===== src/rtl/branch_resolve_unit.sv =====
// branch_resolve_unit: resolves EX-stage branches against queued fetch predictions, drives flush/redirect and stats
module branch_resolve_unit #(
    parameter int PRED_Q_DEPTH = 4,
    parameter int FLUSH_CYCLES = 2
) (
    input  logic        clk,
    input  logic        rst_n,
    input  logic        pred_valid,
    input  logic        pred_taken,
    input  logic [31:0] pred_pc,
    output logic        pred_ready,
    input  logic        ex_valid,
    input  logic [2:0]  ex_funct3,
    input  logic [31:0] ex_rs1,
    input  logic [31:0] ex_rs2,
    input  logic [31:0] ex_pc,
    input  logic [31:0] ex_target,
    output logic        actual_outcome,
    output logic        branch_EX_done,
    output logic        flush,
    output logic        redirect_valid,
    output logic [31:0] redirect_pc,
    output logic        orphan_err,
    output logic [15:0] branch_cnt,
    output logic [15:0] mispredict_cnt
);
    localparam int AW = $clog2(PRED_Q_DEPTH);
    localparam int CW = $clog2(FLUSH_CYCLES + 1);
    typedef enum logic {IDLE, FLUSH} state_t;
    state_t state_q, state_d;
    logic [CW-1:0] fcnt_q, fcnt_d;
    logic [32:0] mem_q [PRED_Q_DEPTH];
    logic [32:0] mem_d [PRED_Q_DEPTH];
    logic [AW-1:0] wr_q, wr_d, rd_q, rd_d;
    logic [AW:0] cnt_q, cnt_d;
    logic done_q, done_d, outcome_q, outcome_d, redir_v_q, redir_v_d, orphan_q, orphan_d;
    logic [31:0] redir_pc_q, redir_pc_d;
    logic [15:0] bcnt_q, bcnt_d, mcnt_q, mcnt_d;
    logic full, empty, accept, push, pop, hit, predicted, taken, valid_op, mispredict;
    logic eq, lt, ltu;
    logic [32:0] head;

    assign full       = cnt_q == (AW+1)'(PRED_Q_DEPTH);
    assign empty      = cnt_q == '0;
    assign flush      = state_q == FLUSH;
    assign pred_ready = !full && !flush;
    assign accept     = ex_valid && state_q == IDLE;
    assign push       = pred_valid && pred_ready;
    assign pop        = accept && !empty;
    assign head       = mem_q[rd_q];
    // An orphan (empty queue or PC mismatch) is resolved as predicted not-taken
    assign hit        = !empty && head[31:0] == ex_pc;
    assign predicted  = hit && head[32];
    assign eq         = ex_rs1 == ex_rs2;
    assign lt         = $signed(ex_rs1) < $signed(ex_rs2);
    assign ltu        = ex_rs1 < ex_rs2;
    assign valid_op   = ex_funct3[2] || !ex_funct3[1];
    assign taken      = ex_funct3[2] ? ((ex_funct3[1] ? ltu : lt) ^ ex_funct3[0])
                                     : (!ex_funct3[1] && (eq ^ ex_funct3[0]));
    assign mispredict = accept && taken != predicted;

    assign actual_outcome = outcome_q;
    assign branch_EX_done = done_q;
    assign redirect_valid = redir_v_q;
    assign redirect_pc    = redir_pc_q;
    assign orphan_err     = orphan_q;
    assign branch_cnt     = bcnt_q;
    assign mispredict_cnt = mcnt_q;

    always_comb begin
        mem_d = mem_q;
        if (push) mem_d[wr_q] = {pred_taken, pred_pc};
        wr_d       = mispredict ? '0 : wr_q + AW'(push);
        rd_d       = mispredict ? '0 : rd_q + AW'(pop);
        cnt_d      = mispredict ? '0 : cnt_q + (AW+1)'(push) - (AW+1)'(pop);
        state_d    = mispredict ? FLUSH : (flush && fcnt_q == CW'(1)) ? IDLE : state_q;
        fcnt_d     = mispredict ? CW'(FLUSH_CYCLES) : flush ? fcnt_q - CW'(1) : fcnt_q;
        done_d     = accept;
        outcome_d  = accept ? taken : outcome_q;
        redir_v_d  = mispredict;
        redir_pc_d = mispredict ? (taken ? ex_target : ex_pc + 32'd4) : redir_pc_q;
        orphan_d   = orphan_q || (accept && !hit);
        bcnt_d     = (accept && valid_op && bcnt_q != 16'hFFFF) ? bcnt_q + 16'd1 : bcnt_q;
        mcnt_d     = (mispredict && mcnt_q != 16'hFFFF) ? mcnt_q + 16'd1 : mcnt_q;
    end

    always_ff @(posedge clk or negedge rst_n) begin
        if (!rst_n) begin
            for (int i = 0; i < PRED_Q_DEPTH; i++) mem_q[i] <= '0;
            state_q    <= IDLE;
            fcnt_q     <= '0;
            wr_q       <= '0;
            rd_q       <= '0;
            cnt_q      <= '0;
            done_q     <= 1'b0;
            outcome_q  <= 1'b0;
            redir_v_q  <= 1'b0;
            redir_pc_q <= '0;
            orphan_q   <= 1'b0;
            bcnt_q     <= '0;
            mcnt_q     <= '0;
        end else begin
            mem_q      <= mem_d;
            state_q    <= state_d;
            fcnt_q     <= fcnt_d;
            wr_q       <= wr_d;
            rd_q       <= rd_d;
            cnt_q      <= cnt_d;
            done_q     <= done_d;
            outcome_q  <= outcome_d;
            redir_v_q  <= redir_v_d;
            redir_pc_q <= redir_pc_d;
            orphan_q   <= orphan_d;
            bcnt_q     <= bcnt_d;
            mcnt_q     <= mcnt_d;
        end
    end
endmodule


===== config.mk =====
export PLATFORM = sky130hd
export DESIGN_NAME = branch_resolve_unit
export DESIGN_NICKNAME = d
export VERILOG_FILES = /design/src/rtl/branch_resolve_unit.sv
export SDC_FILE = /design/constraint.sdc
export NUM_CORES = 1
export LEC_CHECK = 0
export CAP_MARGIN = 25
export CORE_MARGIN = 5
export CORE_UTILIZATION = 47
export DETAILED_ROUTE_END_ITERATION = 12
export PLACE_DENSITY = 0.79
export SETUP_SLACK_MARGIN = 0.1
export SYNTH_ARGS = -nofsm -noshare
export SYNTH_HDL_FRONTEND = slang
export SYNTH_SLANG_ARGS = --single-unit

===== constraint.sdc =====
create_clock -name clk -period 3.19 [get_ports clk]
set_input_delay 0.638 -clock clk [delete_from_list [all_inputs] [get_ports clk]]
set_output_delay 0.638 -clock clk [all_outputs]
set_load 0.05 [all_outputs]

* Yosys cells after proc, flatten, opt, wreduce, memory -nomap -nowiden
Index checks and enable logic that the tools add are counted.
** Cells by class
- Add/subtract/negate cells :: 8
- Magnitude comparators :: 5
- Eq/ne operators :: 7
- Multiplexer cells :: 16
- Bitwise gates (word level) :: 5
- Reduce and logical (&&, ||, !) cells :: 24
** Operator list (count)
- 132-bit bitwise mux :: 1
- 33-bit two-way mux :: 3
- 33-bit binary-select mux with 2-bit select :: 1
- 33-bit demux with 2-bit select :: 1
- 32-bit == test :: 2
- 32-bit less-than comparator :: 2
- 16-bit by 1-bit adder with 16-bit output, second input constant :: 2
- 32-bit by 3-bit adder with 32-bit output, second input constant :: 1
- 32-bit two-way mux :: 1
- 16-bit inequality test, second input constant :: 2
- 1-bit logical AND :: 14
- 2-bit two-way mux :: 4
- 3-bit greater-or-equal comparator, second input constant :: 2
- 2-bit inverter with 3-bit output :: 2
- 1-bit logical NOT :: 5
- 2-bit by 1-bit adder with 2-bit output :: 2
- 1-bit two-way mux :: 4
- 2-bit nonzero test :: 2
- 3-bit by 1-bit adder with 3-bit output :: 1
- 3-bit == test, second input constant :: 1
- 3-bit logical NOT :: 1
- 3-bit by 1-bit less-than comparator with 1-bit output, second input constant :: 1
- 3-bit two-way mux :: 1
- 3-bit by 1-bit subtractor with 3-bit output :: 1
- other kinds (6) :: 8
** Word-level totals
- Flip-flop bits (word level) :: 210
- Output and inout bits :: 70
- Logic and storage cells :: 81

* Logic depth before layout (Yosys ltp)
- Word-level depth :: 10
- Depth in mapped cells :: 14
- Depth with buffers taken out :: 11

* Worst setup path before layout
No wires, ideal clock.
- Path kind :: input to register
- Start :: in ex_rs2[7]
- End :: reg redir_pc_q[30] (netlist: redirect_pc[30])
- Arrival time :: 3.233 ns
- Slack :: -0.170 ns
- Cell stages on the path :: 12
- Path buffers :: 2
- Cell sequence :: inv_1 > ha_1 > a21oi_1 > o21ai_0 > a221oi_1 > nor3_1 > or4b_2 > nand3_1 > buf_1 > clkbuf_1 > o21ai_0 > mux2_1
** On the way
- Longest elaborated chain between the ends :: 6
- Elaborated cells on any way between the ends :: 11
- Those cells by class :: order compare: 2; eq/ne: 2; mux: 3; bitwise: 2; reduce/logical: 2
** Ends and longest elaborated chain
- start, declared :: RTL line 15 : input logic [31:0] ex_rs2,
- 32-bit less-than comparator, or another cell as far along :: RTL line 55 : assign lt = $signed(ex_rs1) < $signed(ex_rs2);
- 1-bit two-way mux / 1-bit bitwise XOR (equally long branches) :: RTL line 58, 59
- 1-bit bitwise XOR / 1-bit logical AND (equally long branches) :: RTL line 58, 59
- 1-bit two-way mux (*) :: RTL line 58 : assign taken = ex_funct3[2] ? ((ex_funct3[1] ? ltu : lt) ^ ex_funct3[0])
- 1-bit inequality test :: RTL line 60 : assign mispredict = accept && taken != predicted;
- 1-bit logical AND :: RTL line 60
- end signal, assigned :: RTL line 112 : redir_pc_q <= redir_pc_d;
- end, declared :: RTL line 37 : logic [31:0] redir_pc_q, redir_pc_d;
Every way passes the cells marked *; elsewhere a longest branch is shown, timed or not.
A chain may end at the register's enable or synchronous reset.

* Worst setup path in the final report
- Start :: reg rd_q[0]
- End :: reg redir_pc_q[14] (netlist: redirect_pc[14])
** On the way
- Longest elaborated chain between the ends :: 9
** Ends and longest elaborated chain
- start, declared :: RTL line 34 : logic [AW-1:0] wr_q, wr_d, rd_q, rd_d;
- start signal, assigned :: RTL line 107 : rd_q <= rd_d;
- 2-bit inverter with 3-bit output (implied by the code) (*) :: RTL line 50 : assign head = mem_q[rd_q];
- 33-bit binary-select mux with 2-bit select (*) :: RTL line 50
- 33-bit two-way mux (implied by the code) (*) (2 in a row) :: RTL line 50
- 32-bit == test :: RTL line 52 : assign hit = !empty && head[31:0] == ex_pc;
- 1-bit logical AND :: RTL line 52
- 1-bit logical AND (*) :: RTL line 53 : assign predicted = hit && head[32];
- 1-bit inequality test (*) :: RTL line 60
- 1-bit logical AND (*) :: RTL line 60
Every way passes the cells marked *; elsewhere a longest branch is shown, timed or not. The select of a mux whose other input is x is not followed.

==> impl_metrics.csv <==
group,metric,value,unit
outcome,status,"finished, violations left",
outcome,violations,"negative setup slack",
place,dp.cells,1530,
layout,fin_util,67.01,%
timing,fin_skew,0.008917,ns
grt,grt_use_total,22.25,%
timing,worst_slew_pin_slew,0.7321,ns
grt,grt_pass1_vias,8778,
timing,hold_viol,0,
detailed_routing,vias,8420,
clock_tree,cts_buffers,23,
worst_setup_path,worst_setup_path_start_kind,"flop",
grt,grt_max_degree,88,
place,portBuffers,237,
detailed_routing,via_per_inst,5.316,
worst_setup_path,arrival,3.71,ns
place,dp_slack,-0.6427,ns
die,initial_core_util,47.70,%
timing,finalMaxSlewViolations,0,
detailed_routing,postRouteAntennaNets,0,
layout,fin_nets,1455,
synthesis,ys.flop_type,"dfrtp_1",
clock_tree,clkSinkCount,210,
worst_setup_path,setup.worst_path.end_class,"flop",
worst_setup_path,critPathTopFamily,"simple AND/OR/NAND/NOR gates",
die,io_pins,238,
synthesis,syn_area_per_cell,12.24,um2
layout,syn2layout_area_growth,40.47,%
timing,slew_headroom,51.19,%
detailed_routing,drc,0,
synthesis,synth_edf_count,0,
worst_setup_path,critPathMaxStageDelay,0.55,ns
worst_setup_path,path_buf_inv,3,
synthesis,synth.ff_latch_count,210,
pwr,p_per_area,857.8,nW/um2
detailed_routing,wl,30270,um
detailed_routing,drt_iter0_drc,425,
grt,antenna_found_initial,0,
synthesis,synth_area,11160,um2
synthesis,postSynth.asyncResetShare,100.0,%
die,die-height,164.1,um
die,fp-row-count,56,
synthesis,yosysSeqAreaShare,47.07,%
place,gp_congestion,0.9041,
synthesis,synth_cell_types,49,
detailed_routing,drt-wirelength-per-cell,19.11,um
timing,fin_crit_sh,103.8,%
pwr,leakage,0.006810,uW
clock_tree,cts_tree,"done",
place,hpwl,22670,um
synthesis,yosysWarnings,0,
worst_setup_path,cp_max_fo,23,
worst_setup_path,cp_data_required_time,3.59,ns
clock_tree,clk_pin_slew,0.06,ns
synthesis,syn_inst,912,
grt,grt_pass1_wl,47180,um
layout,drive_gt1_share,30.25,%
worst_setup_path,slowest_stage,"mux4_2",
timing,fin_ws,-0.1208,ns
clock_tree,cts-root-buf,"clkbuf_16",
clock_tree,clk_latency,0.52,ns
run,drv_cap,0,
min_path,hp-class,"in -> async",
synthesis,synth_nets,1121,
die,die_x,164.1,um
grt,grt_overflow,0,
clock_tree,cts_max_level,1,
synthesis,synth_top_area_share,47.07,%
detailed_routing,dr.pass1.iters,7,
worst_setup_path,cp_cell_sequence,"buf_8 -> buf_4 -> mux4_2 -> xor2_1 -> nor4_1 -> nand4_1 -> nor4_4 -> nand2_2 -> xor2_2 -> nor2_4 -> buf_12 -> mux2_2",
timing,setup_viol,45,
pwr,power.total,13450,uW
timing,timing.final.crit_period,3.311,ns
die,core,23400,um2
layout,final.fill_count,1736,
pwr,vdd_ir_drop_max,0.5668,mV
timing,fin_tns_setup,-3.461,ns
timing,rsz0062_at_grt,"yes",
synthesis,synth_area_leaders,"dfrtp_1, mux2_2, mux4_2, ha_1, xor2_1",
synthesis,yosys.area.top_type,"dfrtp_1",
worst_setup_path,path_class,"reg -> reg",
timing,max_freq,0.3020,GHz
clock_tree,cts_buffer_depth,3,
die,die-area,26930,um2
worst_setup_path,worst-r2r-setup-slack,-0.12,ns
layout,stdcell_count,1584,
==> worst reg2reg max path: stages, from the launching register on <==
cell and delay [ns]:
dfrtp_2 0.44, buf_8 0.17, buf_4 0.12, mux4_2 0.55, xor2_1 0.17, nor4_1 0.25, nand4_1 0.23, nor4_4 0.24
nand2_2 0.13, xor2_2 0.18, nor2_4 0.14, buf_12 0.19, mux2_2 0.37
==> sequential cells by signal, summed over array words and instances, names as in the netlist <==
register,count
mem_q,132
redirect_pc,32
branch_cnt,16
mispredict_cnt,16
cnt_q,3
fcnt_q,2
rd_q,2
wr_q,2
actual_outcome,1
branch_EX_done,1
flush,1
orphan_err,1
redirect_valid,1
==> power by group <==
group          internal [uW]  leakage [uW]  switching, uW
Combinational           3120       0.00387           3050
Sequential              3860       0.00256            744
Clock                   1590      0.000379           1090
Total                   8570       0.00681           4880
==> what timing repair did <==
action                     in CTS  in global routing
hold endpoints to repair        0                  0
setup buffers                   9                  1
resized for setup              29                 10
hold buffers                    0                  0
pin swaps                      19                  5
setup endpoints to repair      56                 60
==> layout make-up <==
type	count	area (um2)	share of cell area [%]
Clock inverter	8	92.59	0.5904
Tap cell	319	399.1	2.545
Sequential cell	210	5256	33.52
Multi-Input combinational cell	619	5738	36.59
Inverter	47	176.4	1.125
Timing Repair Buffer	345	3327	21.22
Clock buffer	34	686.9	4.380
Antenna cell	2	5.005	0.03192
==> logic make-up after synthesis <==
logic type / count (synthesis) / share of synthesized area, %
compound gates: 65 / 3.609
xor+xnor: 93 / 7.297
fa+ha+maj: 41 / 4.663
buf+inv: 83 / 3.262
flops: 210 / 47.07
mux: 215 / 24.94
simple gates: 205 / 9.157
==> stage by stage <==
step | area, um2 | hold slack [ns]
finish | 15680 | 0.1463
global route | 15680 | 0.2132
CTS | 15610 | 0.1868
detailed placement | 14620 | 0.4765
global placement | 14620 | 0.4691
floorplan | 11200 | 0.3424
==> worst paths after layout <==
path | start | end | depth (start not counted)
min | rst_n | branch_cnt[7] | 1
max reg2reg | rd_q[0] | redirect_pc[14] | 12
max in group asynchronous | rst_n | mem_q[54] | 2
min reg2reg | redirect_pc[30] | redirect_pc[30] | 1
max | rd_q[0] | redirect_pc[14] | 12
min in group clk | redirect_pc[30] | redirect_pc[30] | 1
==> synthesized netlist by cell type (3+ instances only) <==
master and number:
and4_1 3, o21ai_0 30, nor3_1 11, nor2b_1 7, inv_1 47, nor3_2 3
nor4_2 4, nor2_1 32, nand3_1 33, mux2i_1 7, mux2_2 174, xor2_1 54
dfrtp_1 210, and3_1 6, nand2_1 70, buf_2 3, mux4_2 33, clkbuf_1 18
buf_6 4, buf_1 6, a21oi_1 18, nor4_1 10, ha_1 40, and2_1 3
nand4_1 16, buf_4 5, xnor2_1 39
==> layout by cell type (no fill, tap or decap), types with 3 or more instances in the layout <==
cell	netlist	layout
nor4_1	10	9
clkbuf_1	18	4
nor2b_1	7	7
mux2i_1	7	7
buf_6	4	10
ha_1	40	40
mux2_2	174	173
and4_1	3	3
o21ai_0	30	29
nand2_1	70	69
nor3_1	11	6
clkbuf_8	0	8
xnor2_1	39	39
inv_1	47	47
nand3_1	33	32
and2_1	3	3
nor4_4	0	4
nand4_1	16	16
dfrtp_1	210	209
mux4_2	33	33
a21oi_1	18	17
xor2_1	54	52
nor2_1	32	31
and3_1	6	6
buf_4	5	89
clkdlybuf4s50_1	0	236
nor3_4	0	6
clkbuf_16	0	23
buf_12	0	7
==> per-layer routing <==
| layer | vias up | routed length [um] | global-route usage (%) |
|---|---|---|---|
| li1 | 3931 | - | - |
| met1 | 4233 | 12720 | 29.84 |
| met2 | 200 | 15210 | 37.93 |
| met3 | 56 | 1304 | 2.585 |
| met4 | 0 | 1033 | 7.244 |
| met5 | - | 0 | 0 |
No activity file was read; power rests on OpenSTA's default activity.
